$ cat config.mk
export PLATFORM = sky130hd
export DESIGN_NAME = seg_scan_mux_flat
export DESIGN_NICKNAME = d
export VERILOG_FILES = /design/src/rtl/seg_scan_mux_if.sv /design/src/rtl/seg_scan_mux.sv /design/src/flat_wrapper.sv
export SDC_FILE = /design/constraint.sdc
export NUM_CORES = 1
export LEC_CHECK = 0
export CORE_ASPECT_RATIO = 0.7
export CORE_MARGIN = 2
export CORE_UTILIZATION = 38
export DETAILED_ROUTE_END_ITERATION = 8
export HOLD_SLACK_MARGIN = 0.15
export PLACE_DENSITY = 0.65
export SLEW_MARGIN = 20
export SYNTH_ARGS = -nofsm -noshare
export SYNTH_HDL_FRONTEND = slang
export SYNTH_SLANG_ARGS = --single-unit
$ cat constraint.sdc
create_clock -name clk -period 4 [get_ports clk]
set_clock_uncertainty 0.15 [all_clocks]
set_input_delay 0.8 -clock clk [delete_from_list [all_inputs] [get_ports clk]]
set_output_delay 0.8 -clock clk [all_outputs]
set_load 0.005 [all_outputs]
$ cat src/rtl/seg_scan_mux_if.sv
// Bundle between the display scanner and its host/decoder side.
// The host loads words and sets modes; the scanner returns nibble, anodes and status.
interface seg_scan_mux_if;
    logic        load;
    logic [15:0] value_in;
    logic        lzb;
    logic        enable;
    logic [3:0]  bcd_out;
    logic [3:0]  an_n;
    logic        frame_done;
    logic        pending;

    modport master (
        output load, value_in, lzb, enable,
        input  bcd_out, an_n, frame_done, pending
    );

    modport slave (
        input  load, value_in, lzb, enable,
        output bcd_out, an_n, frame_done, pending
    );
endinterface

$ cat src/rtl/seg_scan_mux.sv
// 4-digit multiplexed 7-segment scanner with ghost blanking, leading-zero
// suppression and a double-buffered display word committed on frame boundaries.
module seg_scan_mux #(
    parameter int SLOT_CYCLES  = 50000,
    parameter int BLANK_CYCLES = 500
) (
    input logic           clk,
    input logic           rst_n,
    seg_scan_mux_if.slave bus
);
    localparam int CW = $clog2(SLOT_CYCLES);
    localparam logic [CW-1:0] SLOT_LAST = CW'(SLOT_CYCLES - 1);
    localparam logic [CW-1:0] BLANK_END = CW'(BLANK_CYCLES);

    logic [CW-1:0] slot_cnt_q, slot_cnt_d;
    logic [1:0]    digit_idx_q, digit_idx_d;
    logic [15:0]   shadow_q, shadow_d;
    logic [15:0]   disp_q, disp_d;
    logic          pending_q, pending_d;
    logic [3:0]    bcd_q, bcd_d;
    logic [3:0]    an_n_q, an_n_d;
    logic          frame_done_q, frame_done_d;
    logic          wrap, boundary;

    function automatic logic [3:0] nibble(input logic [15:0] v, input logic [1:0] idx);
        case (idx)
            2'd0:    nibble = v[3:0];
            2'd1:    nibble = v[7:4];
            2'd2:    nibble = v[11:8];
            default: nibble = v[15:12];
        endcase
    endfunction

    // True when this digit and everything above it is zero; digit 0 always shows.
    function automatic logic leading_zero(input logic [15:0] v, input logic [1:0] idx);
        case (idx)
            2'd0:    leading_zero = 1'b0;
            2'd1:    leading_zero = (v[15:4] == 12'h000);
            2'd2:    leading_zero = (v[15:8] == 8'h00);
            default: leading_zero = (v[15:12] == 4'h0);
        endcase
    endfunction

    always_comb begin
        wrap        = (slot_cnt_q == SLOT_LAST);
        boundary    = wrap && (digit_idx_q == 2'd3);
        slot_cnt_d  = wrap ? '0 : slot_cnt_q + 1'b1;
        digit_idx_d = wrap ? digit_idx_q + 2'd1 : digit_idx_q;
        shadow_d    = shadow_q;
        disp_d      = disp_q;
        pending_d   = pending_q;

        // A load landing on the boundary goes straight to the display.
        if (boundary && bus.load) begin
            disp_d    = bus.value_in;
            shadow_d  = bus.value_in;
            pending_d = 1'b0;
        end else begin
            if (boundary && pending_q) begin
                disp_d    = shadow_q;
                pending_d = 1'b0;
            end
            if (bus.load) begin
                shadow_d  = bus.value_in;
                pending_d = 1'b1;
            end
        end

        // Outputs are computed from next-state so nibble and digit change together,
        // always inside the blank phase of the new slot.
        bcd_d  = nibble(disp_d, digit_idx_d);
        an_n_d = 4'b1111;
        if ((slot_cnt_d >= BLANK_END) && bus.enable &&
            !(bus.lzb && leading_zero(disp_d, digit_idx_d)))
            an_n_d = ~(4'b0001 << digit_idx_d);
        frame_done_d = boundary;
    end

    always_ff @(posedge clk or negedge rst_n) begin
        if (!rst_n) begin
            slot_cnt_q   <= '0;
            digit_idx_q  <= 2'd0;
            shadow_q     <= 16'h0000;
            disp_q       <= 16'h0000;
            pending_q    <= 1'b0;
            bcd_q        <= 4'h0;
            an_n_q       <= 4'b1111;
            frame_done_q <= 1'b0;
        end else begin
            slot_cnt_q   <= slot_cnt_d;
            digit_idx_q  <= digit_idx_d;
            shadow_q     <= shadow_d;
            disp_q       <= disp_d;
            pending_q    <= pending_d;
            bcd_q        <= bcd_d;
            an_n_q       <= an_n_d;
            frame_done_q <= frame_done_d;
        end
    end

    assign bus.bcd_out    = bcd_q;
    assign bus.an_n       = an_n_q;
    assign bus.frame_done = frame_done_q;
    assign bus.pending    = pending_q;
endmodule

$ cat src/flat_wrapper.sv
// flat-port wrapper written by rule: the top's interface ports become plain ports
module seg_scan_mux_flat 
#(
    parameter int SLOT_CYCLES  = 50000,
    parameter int BLANK_CYCLES = 500
)
  (clk, rst_n, bus_load, bus_value_in, bus_lzb, bus_enable, bus_bcd_out, bus_an_n, bus_frame_done, bus_pending);
  seg_scan_mux_if bus_i ();
  input logic clk;
  input logic rst_n;
  input wire logic [$bits(bus_i.load)-1:0] bus_load;
  input wire logic [$bits(bus_i.value_in)-1:0] bus_value_in;
  input wire logic [$bits(bus_i.lzb)-1:0] bus_lzb;
  input wire logic [$bits(bus_i.enable)-1:0] bus_enable;
  output wire logic [$bits(bus_i.bcd_out)-1:0] bus_bcd_out;
  output wire logic [$bits(bus_i.an_n)-1:0] bus_an_n;
  output wire logic [$bits(bus_i.frame_done)-1:0] bus_frame_done;
  output wire logic [$bits(bus_i.pending)-1:0] bus_pending;
  assign bus_i.load = bus_load;
  assign bus_i.value_in = bus_value_in;
  assign bus_i.lzb = bus_lzb;
  assign bus_i.enable = bus_enable;
  assign bus_bcd_out = bus_i.bcd_out;
  assign bus_an_n = bus_i.an_n;
  assign bus_frame_done = bus_i.frame_done;
  assign bus_pending = bus_i.pending;
  seg_scan_mux #(.SLOT_CYCLES(SLOT_CYCLES), .BLANK_CYCLES(BLANK_CYCLES)) u_core (.clk(clk), .rst_n(rst_n), .bus(bus_i));
endmodule
# After elaboration in Yosys (flattened, before gate mapping)
# Cells that the tools add are included.
# op_classes
bitwise	1
n_eq_ne	4
n_reduce_logical	13
order_cmp	1
add_sub_neg	2
n_shift	1
mux	12
# ops
operator	count
two-way mux 16 bit	5
adder 16 x 1 -> 16 bit, second input constant	1
== test 16 bit, second input constant	1
greater-or-equal comparator 16 x 9 -> 1 bit, second input constant	1
zero test 12 bit	1
case mux 4 bit (3 select lines)	1
zero test 8 bit	1
logical AND 1 bit	6
== test 2 bit, second input constant	2
zero test 4 bit	1
two-way mux 4 bit	1
NOT 4 bit	1
<< shifter 1 x 2 -> 4 bit, first input constant	1
two-way mux 1 bit	3
case mux 1 bit (3 select lines)	1
nonzero test 3 bit	1
adder 2 x 1 -> 2 bit, second input constant	1
== test 2 x 1 -> 1 bit, second input constant	1
zero test 2 bit	1
two-way mux 2 bit	1
nonzero test 2 bit	1
zero test 1 bit	1
# totals
output_inout_bits	10
ff_bits	60
in_bits	21
wordCells	42

# Logic depth before layout (Yosys ltp)
# depth
depth_word	11
ltp_mapped	11
ltp_nobuf	8

# Least setup slack after synthesis
# OpenSTA, ideal clock, no wires.
# synth_timing
path_type	flip-flop to flip-flop
startpoint	reg u_core.slot_cnt_q[0]
endpoint	reg u_core.an_n_q[1] (netlist: u_core.bus.an_n[1])
required_ns	3.764
path_buffers	2
synth_period_minus_slack_ns	2.918
stages_incl_launch_ff	10
t_arrival_ns	2.682
setup_slack_ns	1.082
setup_ns	0.086
cell_sequence	dfrtp_1 ha_1 buf_2 or4b_4 nor4_4 buf_6 o21ai_2 a211o_1 or4_4 o31ai_2
# synth_between
elab_chain_cells	11
elab_cells_between_ends	24
classes_between	1 x add/sub; 1 x order compare; 3 x eq/ne; 1 x shift; 6 x mux; 1 x bitwise; 11 x reduce/logical
# synth_rtl
element	line_no	source
start, declared	seg_scan_mux.sv:15	logic [CW-1:0] slot_cnt_q, slot_cnt_d;
start signal, assigned	seg_scan_mux.sv:90	slot_cnt_q <= slot_cnt_d;
branches (longest 10 deep; another with adder 16 x 1 -> 16 bit)	n/a	
two-way mux 4 bit *	seg_scan_mux.sv:73	if ((slot_cnt_d >= BLANK_END) && bus.enable &&
net u_core.an_n_d[1]	seg_scan_mux.sv:21	logic [3:0] an_n_q, an_n_d;
end signal, assigned	seg_scan_mux.sv:96	an_n_q <= an_n_d;
end, declared	seg_scan_mux.sv:21	
# Mark *: on every way through the listed nets, which the timed path passes.
# A chain may end at the register's enable or synchronous reset.

# Final worst setup path
# layout_timing
startpoint	reg u_core.slot_cnt_q[0]
endpoint	reg u_core.an_n_q[3] (netlist: u_core.bus.an_n[3])
# layout_between
elab_chain_cells	11
elab_cells_between_ends	24
classes_between	1 x add/sub; 1 x order compare; 3 x eq/ne; 1 x shift; 6 x mux; 1 x bitwise; 11 x reduce/logical
# layout_rtl
element	line_no	source
== test 16 bit *	seg_scan_mux.sv:45	wrap = (slot_cnt_q == SLOT_LAST);
logical AND 1 bit *	seg_scan_mux.sv:46	boundary = wrap && (digit_idx_q == 2'd3);
logical AND 1 bit	seg_scan_mux.sv:59	if (boundary && pending_q) begin
two-way mux 16 bit	seg_scan_mux.sv:59	
two-way mux 16 bit *	seg_scan_mux.sv:54	if (boundary && bus.load) begin
net u_core.disp_d[14]	seg_scan_mux.sv:18	logic [15:0] disp_q, disp_d;
zero test 12 bit, or another cell as far along	seg_scan_mux.sv:38	2'd1: leading_zero = (v[15:4] == 12'h000);
case mux 1 bit (3 select lines) *	seg_scan_mux.sv:36	case (idx)
logical AND 1 bit *	seg_scan_mux.sv:74	!(bus.lzb && leading_zero(disp_d, digit_idx_d)))
zero test 1 bit *	seg_scan_mux.sv:74	
logical AND 1 bit *	seg_scan_mux.sv:73	
two-way mux 4 bit *	seg_scan_mux.sv:73	
net u_core.an_n_d[3]	seg_scan_mux.sv:21	
# Mark *: on every way through the listed nets, which the timed path passes. The rest lies on a longest branch.

==> metrics.csv <==
stage,metric,value,unit
critical_path,"Arr. time, crit path",3320,ps
timing,Final Hold Viols,0,
timing,headroom to the max-slew limit,40.5,%
synthesis,largest cells by area after synthesis,"dfrtp_1 46%, mux2_2 4.8%, nor2_1 4.1%, a221o_1 3.6%, a32o_1 3.6%",
cells_and_area,Inserted Diodes,0,
global_route,largest net degree at the start of global routing,39,
drt,First-pass DRT Iterations,5,
timing,Final period util,80.2,%
power_and_ir_drop,leakage,1.60,nW
drt,Detailed Route WL,7360,µm
floorplanning,Top Ports,31,
power_and_ir_drop,Pint,1.15,mW
synthesis,count of state elements after synthesis,60,
cells_and_area,nets@finish,338,
critical_path,FF-to-FF Start,u_core.slot_cnt_q[0]$_DFF_PN0_,
drt,initial drt markers,241,
timing,Period minus WS final,3210,ps
critical_path,FF-to-FF path depth,8,
cells_and_area,"commonest cells after routing, fill and taps aside","56 x dfrtp_1, 33 x nor2_1, 29 x clkdlybuf4s50_1",
synthesis,Gate Count Post-Synth,286,
hold_path,Hold Crit Endpoint,u_core.slot_cnt_q[0]$_DFF_PN0_,
synthesis,asr flop ratio synth,100,%
power_and_ir_drop,Psw,322,µW
synthesis,Post-synth EDFFs,0,
clock_tree,maximum clock insertion buffer count,2,
cells_and_area,share of cells above drive strength 1,15.9,%
critical_path,crit path kind,reg -> reg,
global_route,initial antenna violation count,0,
drt,final antenna-violating net count,0,
flow_run,maximum capacitance violations,0,
clock_tree,CTS root buffer,clkbuf_16,
clock_tree,cts hold-fix bufs,0,
outcome,status,completed,
synthesis,Yosys cell types,53,
hold_path,Hold Crit Class,reg -> reg,
floorplanning,Die Area,8690,µm²
synthesis,ys flop type,dfrtp_1,
power_and_ir_drop,register share of total power,42.7,%
power_and_ir_drop,Comb pwr share,4.5,%
power_and_ir_drop,Power Dens Cells,398,nW/µm²
drt,DR vias,2413,
synthesis,register area share after synthesis,49.9,%
critical_path,reg2reg setup slack,790,ps
hold_path,min-delay src,u_core.slot_cnt_q[0]$_DFF_PN0_,
cells_and_area,Layout Cells excl Fill,421,
critical_path,RR Endpoint,u_core.bus.an_n[3]$_DFF_PN1_,
place,dpl cells,405,
floorplanning,DIE WIDTH,111,µm
synthesis,post-synth top area cell,dfrtp_1,
critical_path,worst-path fanout max,11,
clock_tree,postcts setup bufs,0,
global_route,first-pass GRT wire length,12000,µm
timing,unrepaired setup endpoints after global routing,no,
cells_and_area,final core occ,47.5,%
drt,WL/cell,17.5,µm
timing,FMAX,0.312,GHz
critical_path,"Req. time, crit path",4110,ps
power_and_ir_drop,switch share,21.8,%
synthesis,Mean Syn Cell Area,10.6,µm²
timing,TNS Setup,0,ps
cells_and_area,P&R area growth vs syn,22.7,%
timing,Worst Tran Pin Value,890,ps
floorplanning,Core Footprint,7800,µm²
timing,Final setup violation count,0,
floorplanning,die height,78.6,µm
clock_tree,clock buffer count from CTS,9,
synthesis,Post-Synthesis Net Count,309,
clock_tree,CTS Sinks,60,
place,post-DP HPWL,4960,µm
cells_and_area,"commonest non-fill, non-tap cell in the layout",dfrtp_1,
clock_tree,post_cts resized,0,
synthesis,synthesized cell area,3020,µm²
global_route,grt total ovfl,0,
synthesis,synth warn,0,
place,GP Congestion,0.871,
timing,Final Max Tran Viols,0,
power_and_ir_drop,clock power share,52.8,%
clock_tree,"Reg clk slew, reported paths",50,ps
cells_and_area,Fillers,711,
drt,DR DRC count,0,
floorplanning,number of cell rows,27,
place,I/O Buffers,30,
floorplanning,initial core utilization,38.7,%
hold_path,worst hold path depth,1,
critical_path,CP Launch Type,flop,
drt,vias per cell,5.73,
global_route,vias in the first global route,2261,
global_route,GR Util All Layers,17.6,%
clock_tree,H-tree Lvls,3,
clock_tree,CTS tree,built,
synthesis,share of the synthesized area in the top cell type,46.4,%
critical_path,Crit. End Element,flop,
power_and_ir_drop,Worst VDD drop,190,µV
clock_tree,clk_lat worst skew,330,ps
[power by group through the flow]
stage | Clock [mW] | Sequential [mW] | Combinational, mW
global route | 0.818 | 0.632 | 0.0727
detailed placement | 0 | 0.641 | 0.0672
global placement | 0 | 0.641 | 0.0667
CTS | 0.792 | 0.631 | 0.0674
finish | 0.779 | 0.631 | 0.0658
floorplan | 0 | 0.639 | 0.0255
[registers in the layout, indices dropped and copies added, names as in the netlist]
register	cells
u_core.bus.pending	1
u_core.bus.bcd_out	4
u_core.slot_cnt_q	16
u_core.disp_q	16
u_core.shadow_q	16
u_core.bus.frame_done	1
u_core.bus.an_n	4
u_core.digit_idx_q	2
[cells in the mapped netlist, drive strengths merged (2+ instances only)]
master / number
nand3b: 2
nor4bb: 2
dfrtp: 56
a31oi: 6
a21oi: 7
nand3: 10
or4: 2
nor3: 6
nand4: 3
a32o: 11
a211oi: 2
mux2i: 3
dfstp: 4
and2: 2
nor2: 33
clkbuf: 12
o31ai: 3
o22ai: 4
o21ai: 14
inv: 11
or4b: 4
ha: 2
nor4: 3
xor2: 8
xnor2: 9
a221o: 11
nor2b: 2
buf: 8
nand2: 15
mux2: 13
and3: 5
[worst max path at each step]
| stage | depth (start not counted) | start | endpoint | slack (ps) |
|---|---|---|---|---|
| 2_1_floorplan | 9 | u_core.slot_cnt_q[0]$_DFF_PN0_ | u_core.bus.an_n[1]$_DFF_PN1_ | 1080 |
| 3_3_place_gp | 6 | bus_load | u_core.bus.an_n[1]$_DFF_PN1_ | 660 |
| 3_5_place_dp | 7 | bus_load | u_core.bus.an_n[3]$_DFF_PN1_ | 620 |
| 4_1_cts | 7 | u_core.slot_cnt_q[0]$_DFF_PN0_ | u_core.bus.an_n[1]$_DFF_PN1_ | 820 |
| 5_1_grt | 8 | u_core.slot_cnt_q[0]$_DFF_PN0_ | u_core.bus.an_n[1]$_DFF_PN1_ | 600 |
| 6_report | 8 | u_core.slot_cnt_q[0]$_DFF_PN0_ | u_core.bus.an_n[3]$_DFF_PN1_ | 790 |
[routing by layer]
layer / up-vias / part of all wire (%) / routed length [µm] / track usage, %
li1: 1117 / - / - / -
met2: 96 / 41 / 2990 / 23.1
met3: 14 / 6.3 / 461 / 5.87
met5: - / 0 / 0 / 0
met1: 1186 / 52 / 3810 / 26.6
met4: 0 / 1.4 / 103 / 6.00
[critical path, cell delays in order, from the launching register on]
cell and delay [ps]:
dfrtp_1 400, ha_1 400, and3_1 280, and4_1 280, nand2_1 300, a221o_1 490
or4_4 560, o2bb2ai_1 150, nand3_1 120
[per-stage QoR]
| stage | hold WS, ps | total power [mW] | setup WS [ps] | cell area (µm²) |
|---|---|---|---|---|
| floorplan | 325 | 0.664 | 1080 | 3020 |
| global placement | 343 | 0.708 | 663 | 3400 |
| detailed placement | 346 | 0.708 | 622 | 3400 |
| CTS | 355 | 1.49 | 817 | 3710 |
| global route | 373 | 1.52 | 595 | 3710 |
| finish | 354 | 1.48 | 791 | 3710 |
[cell families (layout without fill, tap and decap cells)]
logic type | after synthesis | after routing | share of synthesized area [%]
and+or+nand+nor | 95 | 95 | 17.6
xor gates and xnor gates | 17 | 17 | 4.93
buffers and inverters | 31 | 65 | 4.60
AOI/OAI and AO/OA | 65 | 65 | 16.4
muxes | 16 | 16 | 5.84
adders and majority gates | 2 | 2 | 0.828
DFF | 60 | 60 | 49.9
[cell type report]
class	count	area [µm²]	share of cell area, %
flip-flops and latches	60	1510	40.6
clock inverters	6	63.8	1.72
clock buffers	10	239	6.45
inverters	11	41.3	1.11
multi-input cells	195	1380	37.1
well taps	101	126	3.41
repair buffers	38	355	9.58
Note: power is estimated with default switching activity, not from simulation.
